`src/rtl/arima_pkg.sv`:
```
// rtl/arima_pkg.sv - shared constants and state type for the ARIMA MA sequencer
package arima_pkg;
    localparam int N_TAPS          = 10;
    localparam int Q_FRAC          = 15;
    localparam int CFG_ADDR_QORDER = 10;

    localparam logic [1:0] MA_CTRL_SHIFT = 2'b00;
    localparam logic [1:0] MA_CTRL_STALL = 2'b01;
    localparam logic [1:0] MA_CTRL_INIT  = 2'b10;
    localparam logic [1:0] MA_CTRL_CLEAR = 2'b11;

    typedef enum logic [1:0] {
        ST_RESET = 2'd0,
        ST_IDLE  = 2'd1,
        ST_INIT  = 2'd2,
        ST_RUN   = 2'd3
    } ma_ctrl_state_t;
endpackage

```
`src/rtl/ma_cfg_regfile.sv`:
```
// rtl/ma_cfg_regfile.sv - shadow coefficient/q-order registers with address decode
module ma_cfg_regfile
    import arima_pkg::*;
#(
    parameter int N_TAPS = arima_pkg::N_TAPS,
    parameter int DW     = 32,
    parameter int QW     = 32
) (
    input  logic                         clk,
    input  logic                         rst,
    input  logic                         we,
    input  logic [3:0]                   addr,
    input  logic [DW-1:0]                wdata,
    output logic [N_TAPS-1:0][DW-1:0]    coef,
    output logic [QW-1:0]                q_order,
    output logic                         illegal
);
    logic hit_qorder;

    assign hit_qorder = (addr == 4'(CFG_ADDR_QORDER));
    // Anything that is neither a tap nor the q-order slot is flagged and dropped.
    assign illegal    = we && !hit_qorder && (addr >= 4'(N_TAPS));

    always_ff @(posedge clk) begin
        if (rst) begin
            coef    <= '0;
            q_order <= '0;
        end else if (we) begin
            for (int i = 0; i < N_TAPS; i++) begin
                if (addr == 4'(i)) coef[i] <= wdata;
            end
            if (hit_qorder) q_order <= QW'(wdata);
        end
    end
endmodule

```
`src/rtl/ma_seq_ctrl.sv`:
```
// rtl/ma_seq_ctrl.sv - MA datapath sequencer with valid/ready stream wrapper
module ma_seq_ctrl
    import arima_pkg::*;
#(
    parameter int N_TAPS = arima_pkg::N_TAPS,
    parameter int DW     = 32,
    parameter int QW     = 32
) (
    input  logic                         clk,
    input  logic                         rst,
    input  logic                         cfg_we,
    input  logic [3:0]                   cfg_addr,
    input  logic [DW-1:0]                cfg_wdata,
    input  logic                         start,
    input  logic                         flush,
    input  logic                         s_valid,
    output logic                         s_ready,
    input  logic [DW-1:0]                s_data,
    output logic                         m_valid,
    input  logic                         m_ready,
    output logic [DW-1:0]                m_data,
    output logic [1:0]                   ma_control,
    output logic [N_TAPS-1:0][DW-1:0]    ma_coef_out,
    output logic [QW-1:0]                ma_q_order_out,
    output logic [DW-1:0]                ma_data_in,
    input  logic [DW-1:0]                ma_data_out,
    output logic                         busy,
    output logic                         err
);
    ma_ctrl_state_t state;
    logic [3:0]     fill_cnt;
    logic           cfg_take;
    logic           cfg_illegal;
    logic           q_ok;
    logic           shift;

    // Config writes only land in a quiet IDLE cycle; start or flush take precedence.
    assign cfg_take = (state == ST_IDLE) && cfg_we && !start && !flush;
    assign q_ok     = (ma_q_order_out != '0) && (ma_q_order_out <= QW'(N_TAPS));

    ma_cfg_regfile #(.N_TAPS(N_TAPS), .DW(DW), .QW(QW)) u_regfile (
        .clk     (clk),
        .rst     (rst),
        .we      (cfg_take),
        .addr    (cfg_addr),
        .wdata   (cfg_wdata),
        .coef    (ma_coef_out),
        .q_order (ma_q_order_out),
        .illegal (cfg_illegal)
    );

    assign s_ready    = (state == ST_RUN) && (!m_valid || m_ready);
    assign shift      = s_ready && s_valid;
    assign busy       = (state != ST_IDLE);
    assign ma_data_in = s_data;
    assign m_data     = ma_data_out;

    always_comb begin
        ma_control = MA_CTRL_CLEAR;
        case (state)
            ST_RESET: ma_control = MA_CTRL_CLEAR;
            ST_IDLE:  ma_control = MA_CTRL_STALL;
            ST_INIT:  ma_control = MA_CTRL_INIT;
            ST_RUN:   ma_control = shift ? MA_CTRL_SHIFT : MA_CTRL_STALL;
            default:  ma_control = MA_CTRL_CLEAR;
        endcase
    end

    always_ff @(posedge clk) begin
        if (rst) begin
            state    <= ST_RESET;
            m_valid  <= 1'b0;
            err      <= 1'b0;
            fill_cnt <= '0;
        end else if (flush && state != ST_RESET) begin
            state   <= ST_RESET;
            m_valid <= 1'b0;
            err     <= 1'b0;
        end else begin
            case (state)
                ST_RESET: state <= ST_IDLE;
                ST_IDLE: begin
                    if (start) begin
                        if (q_ok) state <= ST_INIT;
                        else      err   <= 1'b1;
                    end else if (cfg_illegal) begin
                        err <= 1'b1;
                    end
                end
                ST_INIT: begin
                    fill_cnt <= '0;
                    state    <= ST_RUN;
                end
                ST_RUN: begin
                    // Warm-up: outputs stay suppressed until q_order samples are in the window.
                    if (shift) begin
                        if (QW'(fill_cnt) < ma_q_order_out) fill_cnt <= fill_cnt + 4'd1;
                        m_valid <= (QW'(fill_cnt) + QW'(1)) >= ma_q_order_out;
                    end else if (m_ready) begin
                        m_valid <= 1'b0;
                    end
                end
                default: state <= ST_RESET;
            endcase
        end
    end
endmodule

```
`config.mk`:
```
export PLATFORM = sky130hd
export DESIGN_NAME = ma_seq_ctrl
export DESIGN_NICKNAME = d
export VERILOG_FILES = /design/src/rtl/arima_pkg.sv /design/src/rtl/ma_cfg_regfile.sv /design/src/rtl/ma_seq_ctrl.sv
export SDC_FILE = /design/constraint.sdc
export NUM_CORES = 1
export LEC_CHECK = 0
export BUFFER_PORTS_ARGS = -buffer_cell sky130_fd_sc_hd__buf_2
export CORE_AREA = 2 2 209 211
export DETAILED_ROUTE_END_ITERATION = 8
export DIE_AREA = 0 0 211 213
export GPL_TIMING_DRIVEN = 0
export MAX_ROUTING_LAYER = met4
export PLACE_DENSITY = 0.52
export SLEW_MARGIN = 25
export SYNTH_ARGS = -nofsm -noshare
export SYNTH_HDL_FRONTEND = slang
export SYNTH_SLANG_ARGS = --single-unit
```
`constraint.sdc`:
```
create_clock -name clk -period 2.8 [get_ports clk]
set_clock_uncertainty 0.2 [all_clocks]
set_input_delay 0 -clock clk [delete_from_list [all_inputs] [get_ports clk]]
set_output_delay 0 -clock clk [all_outputs]
set_load 0.1 [all_outputs]
```
==> flow_summary.yaml <==
route:
  wl_per_cell_um: 20.2
  via_per_inst: 4.77
  wl_um: 58300
  dr.first_iter.drc_count: 615
  vias: 13800
  drcViolationCount: 0
  ant_nets: 0
  drt_pass1_iterations: 5
setup_path:
  critPathLaunchType: "register"
  cp.required_ns: 3.05
  crit_type: "reg -> reg"
  end_kind: "register"
  path_max_fanout: 7
  cp_data_arrival_time_ns: 2.86
final_layout:
  nets: 2437
  area_growth_pct: 36.3
  drive_gt1_frac: 0.282
  antennaDiodeCount: 0
  nFillCells: 4361
  final_cells: 2890
yosys:
  ys_ff_latch: 360
  synth_ff_type: "dfxtp_1"
  synth_top_area_cell: "dfxtp_1"
  synth_nets: 1881
  synthTopCellsByArea: "dfxtp_1 (53%), nand2_1 (20%), a21oi_1 (13%)"
  synth_top_area_share: 0.528
  syn_area_um2: 13600
  yosys_warnings: 0
  synth_edf_count: 0
  async_flop_share: 0
  synth-seq-area-share: 0.528
  synth_cells: 1758
  syn_area_per_cell_um2: 7.76
  synth_cell_types: 44
sta:
  slew_headroom: 0.286
  setup_slack_ns: 0.186
  worstMarginPinSlew_ns: 1.07
  setup_viol: 0
  finalSetupTns_ns: 0
  slew_viol_final: 0
  period_share: 0.934
  final-hold-violation-count: 0
  post-route-min-period_ns: 2.61
  fmax_ghz: 0.382
  rsz0062_at_grt: "no"
power_and_ir_drop:
  p_leak_nw: 7.96
  vdd_drop_max_uv: 449
  p_per_area_nw_per_um2: 668
run_status:
  run_status: "finished clean"
grt:
  antenna_found_initial: 0
  grt_pass1_vias: 12900
  grtUsageTotal: 0.258
  overflow: 0
  grt_first_pass_wirelength_um: 82500
  grt_max_degree: 13
die:
  core_um2: 42700
  die_width_um: 211
  rows: 76
  ioPinCount: 529
  dieArea_um2: 44900
  fp.dieH_um: 213
  initial_core_util: 0.319
cts:
  clkTransAtPathRegs_ns: 0.06
  clk_latency_ns: 0.57
  cts_buffers: 42
  cts_tree: "done"
  cts_max_level: 2
  clock-sinks: 360
  root_buffer: "clkbuf_16"
  ctsLongestPathBuffers: 3
place:
  port-buffer-count: 463
  dp_slack_ns: -0.00974
  dp.cells: 2767
  gp_congestion: 0.813
  dp_hpwl_um: 43000
worst_hold_path:
  min_path_type: "in -> reg"
run:
  cap_violations: 0
[cell usage in the layout (no fill, tap or decap), types with 3 or more instances in the layout]
| cell type | netlist | final |
|---|---|---|
| o21ai_0 | 5 | 4 |
| clkbuf_1 | 106 | 114 |
| nor2_1 | 4 | 4 |
| nand2b_1 | 4 | 4 |
| and3_1 | 4 | 4 |
| dfxtp_1 | 360 | 360 |
| dlygate4sd3_1 | 0 | 47 |
| nand2_2 | 0 | 5 |
| nor4_1 | 4 | 3 |
| inv_1 | 14 | 14 |
| clkbuf_8 | 0 | 13 |
| nand3_1 | 4 | 3 |
| buf_2 | 38 | 501 |
| nand2_1 | 720 | 715 |
| clkbuf_16 | 0 | 45 |
| clkinv_2 | 0 | 4 |
| and2_1 | 10 | 10 |
| a21oi_1 | 361 | 361 |
| buf_4 | 70 | 72 |
| nor2b_1 | 4 | 4 |
| ha_1 | 16 | 15 |
[cell type report]
cell class	instances	area, um^2	area share
Sequential cell	360	7210	0.388
Multi-Input combinational cell	1170	5310	0.285
Timing Repair Buffer	512	2800	0.151
Clock buffer	68	1340	0.0722
Buffer	214	1120	0.0600
Tap cell	546	683	0.0367
Clock inverter	6	80.1	0.00431
Inverter	14	52.6	0.00283
[critical path, stage by stage, from the launching register on]
cell           delay (ns)
dfxtp_1              0.45
inv_1                0.11
ha_1                 0.23
nand2b_1             0.19
nand2b_1             0.11
dlygate4sd3_1        0.61
a21oi_1              0.05
dlygate4sd3_1        0.55
[through the flow]
stage | area (um^2) | hold WS, ns | utilization | power, mW
4_1_cts | 18500 | 0.00176 | 0.434 | 12.5
3_5_place_dp | 16600 | 0.0565 | 0.390 | 6.81
3_3_place_gp | 16600 | 0.0520 | 0.390 | 6.80
5_1_grt | 18600 | 0.0431 | 0.435 | 12.8
2_1_floorplan | 13600 | -0.0640 | - | 6.45
6_report | 18600 | 0.0384 | 0.435 | 12.4
[registers in the layout, summed over array words and instances, names as in the netlist]
signal and cells:
err 1, fill_cnt 4, m_valid 1, state 2, u_regfile.coef 320, u_regfile.q_order 32
[synth_stat cells (4+ instances only)]
| cell type | n |
|---|---|
| buf_2 | 38 |
| and3_1 | 4 |
| nor2_1 | 4 |
| nand2b_1 | 4 |
| buf_4 | 70 |
| ha_1 | 16 |
| nand2_1 | 720 |
| nor4_1 | 4 |
| nand3_1 | 4 |
| and2_1 | 10 |
| inv_1 | 14 |
| dfxtp_1 | 360 |
| a21oi_1 | 361 |
| nor2b_1 | 4 |
| clkbuf_1 | 106 |
| o21ai_0 | 5 |
[per-layer routing]
metal  routed length (um)  part of all wire  GRT usage
met5                    0                 0          -
met4                 1340             0.023     0.0750
met3                 4130             0.071     0.0640
met2                28600              0.49      0.438
met1                24200              0.42      0.302
[final timing paths]
kind                              startpoint                                to  slack (ns)  cells past startpoint
max                    state[0]$_SDFFE_PP0P_             state[0]$_SDFFE_PP0P_        0.19                      7
min                            cfg_wdata[18]  u_regfile.coef[146]$_SDFFE_PP0P_        0.04                      4
max reg2reg            state[0]$_SDFFE_PP0P_             state[0]$_SDFFE_PP0P_        0.19                      7
min reg2reg  u_regfile.coef[62]$_SDFFE_PP0P_   u_regfile.coef[62]$_SDFFE_PP0P_        0.25                      2
[where the power goes]
part | switching (mW) | internal (mW) | total (mW)
Clock | 2.22 | 3.44 | 5.66
Sequential | 0.0352 | 5.16 | 5.19
Combinational | 1.24 | 0.337 | 1.57
Total | 3.49 | 8.94 | 12.4
[what timing repair did]
action / CTS / global route
setup endpoints to repair: 28 / 265
buffers inserted: 0 / 2
resized for setup: 4 / 7
pin swaps: 0 / 2
hold buffers: 47 / 0
hold endpoints to repair: 343 / 0
[logic make-up (layout without fill, tap and decap cells)]
| group | after synthesis | after routing | share of synthesized area |
|---|---|---|---|
| simple gates | 770 | 770 | 0.225 |
| flops | 360 | 360 | 0.528 |
| buf+inv | 228 | 814 | 0.0855 |
| mux | 1 | 1 | 0.000734 |
| compound gates | 381 | 381 | 0.144 |
| xor+xnor | 2 | 2 | 0.00128 |
| fa+ha+maj | 16 | 16 | 0.0147 |
(Power assumes the default switching activity.)
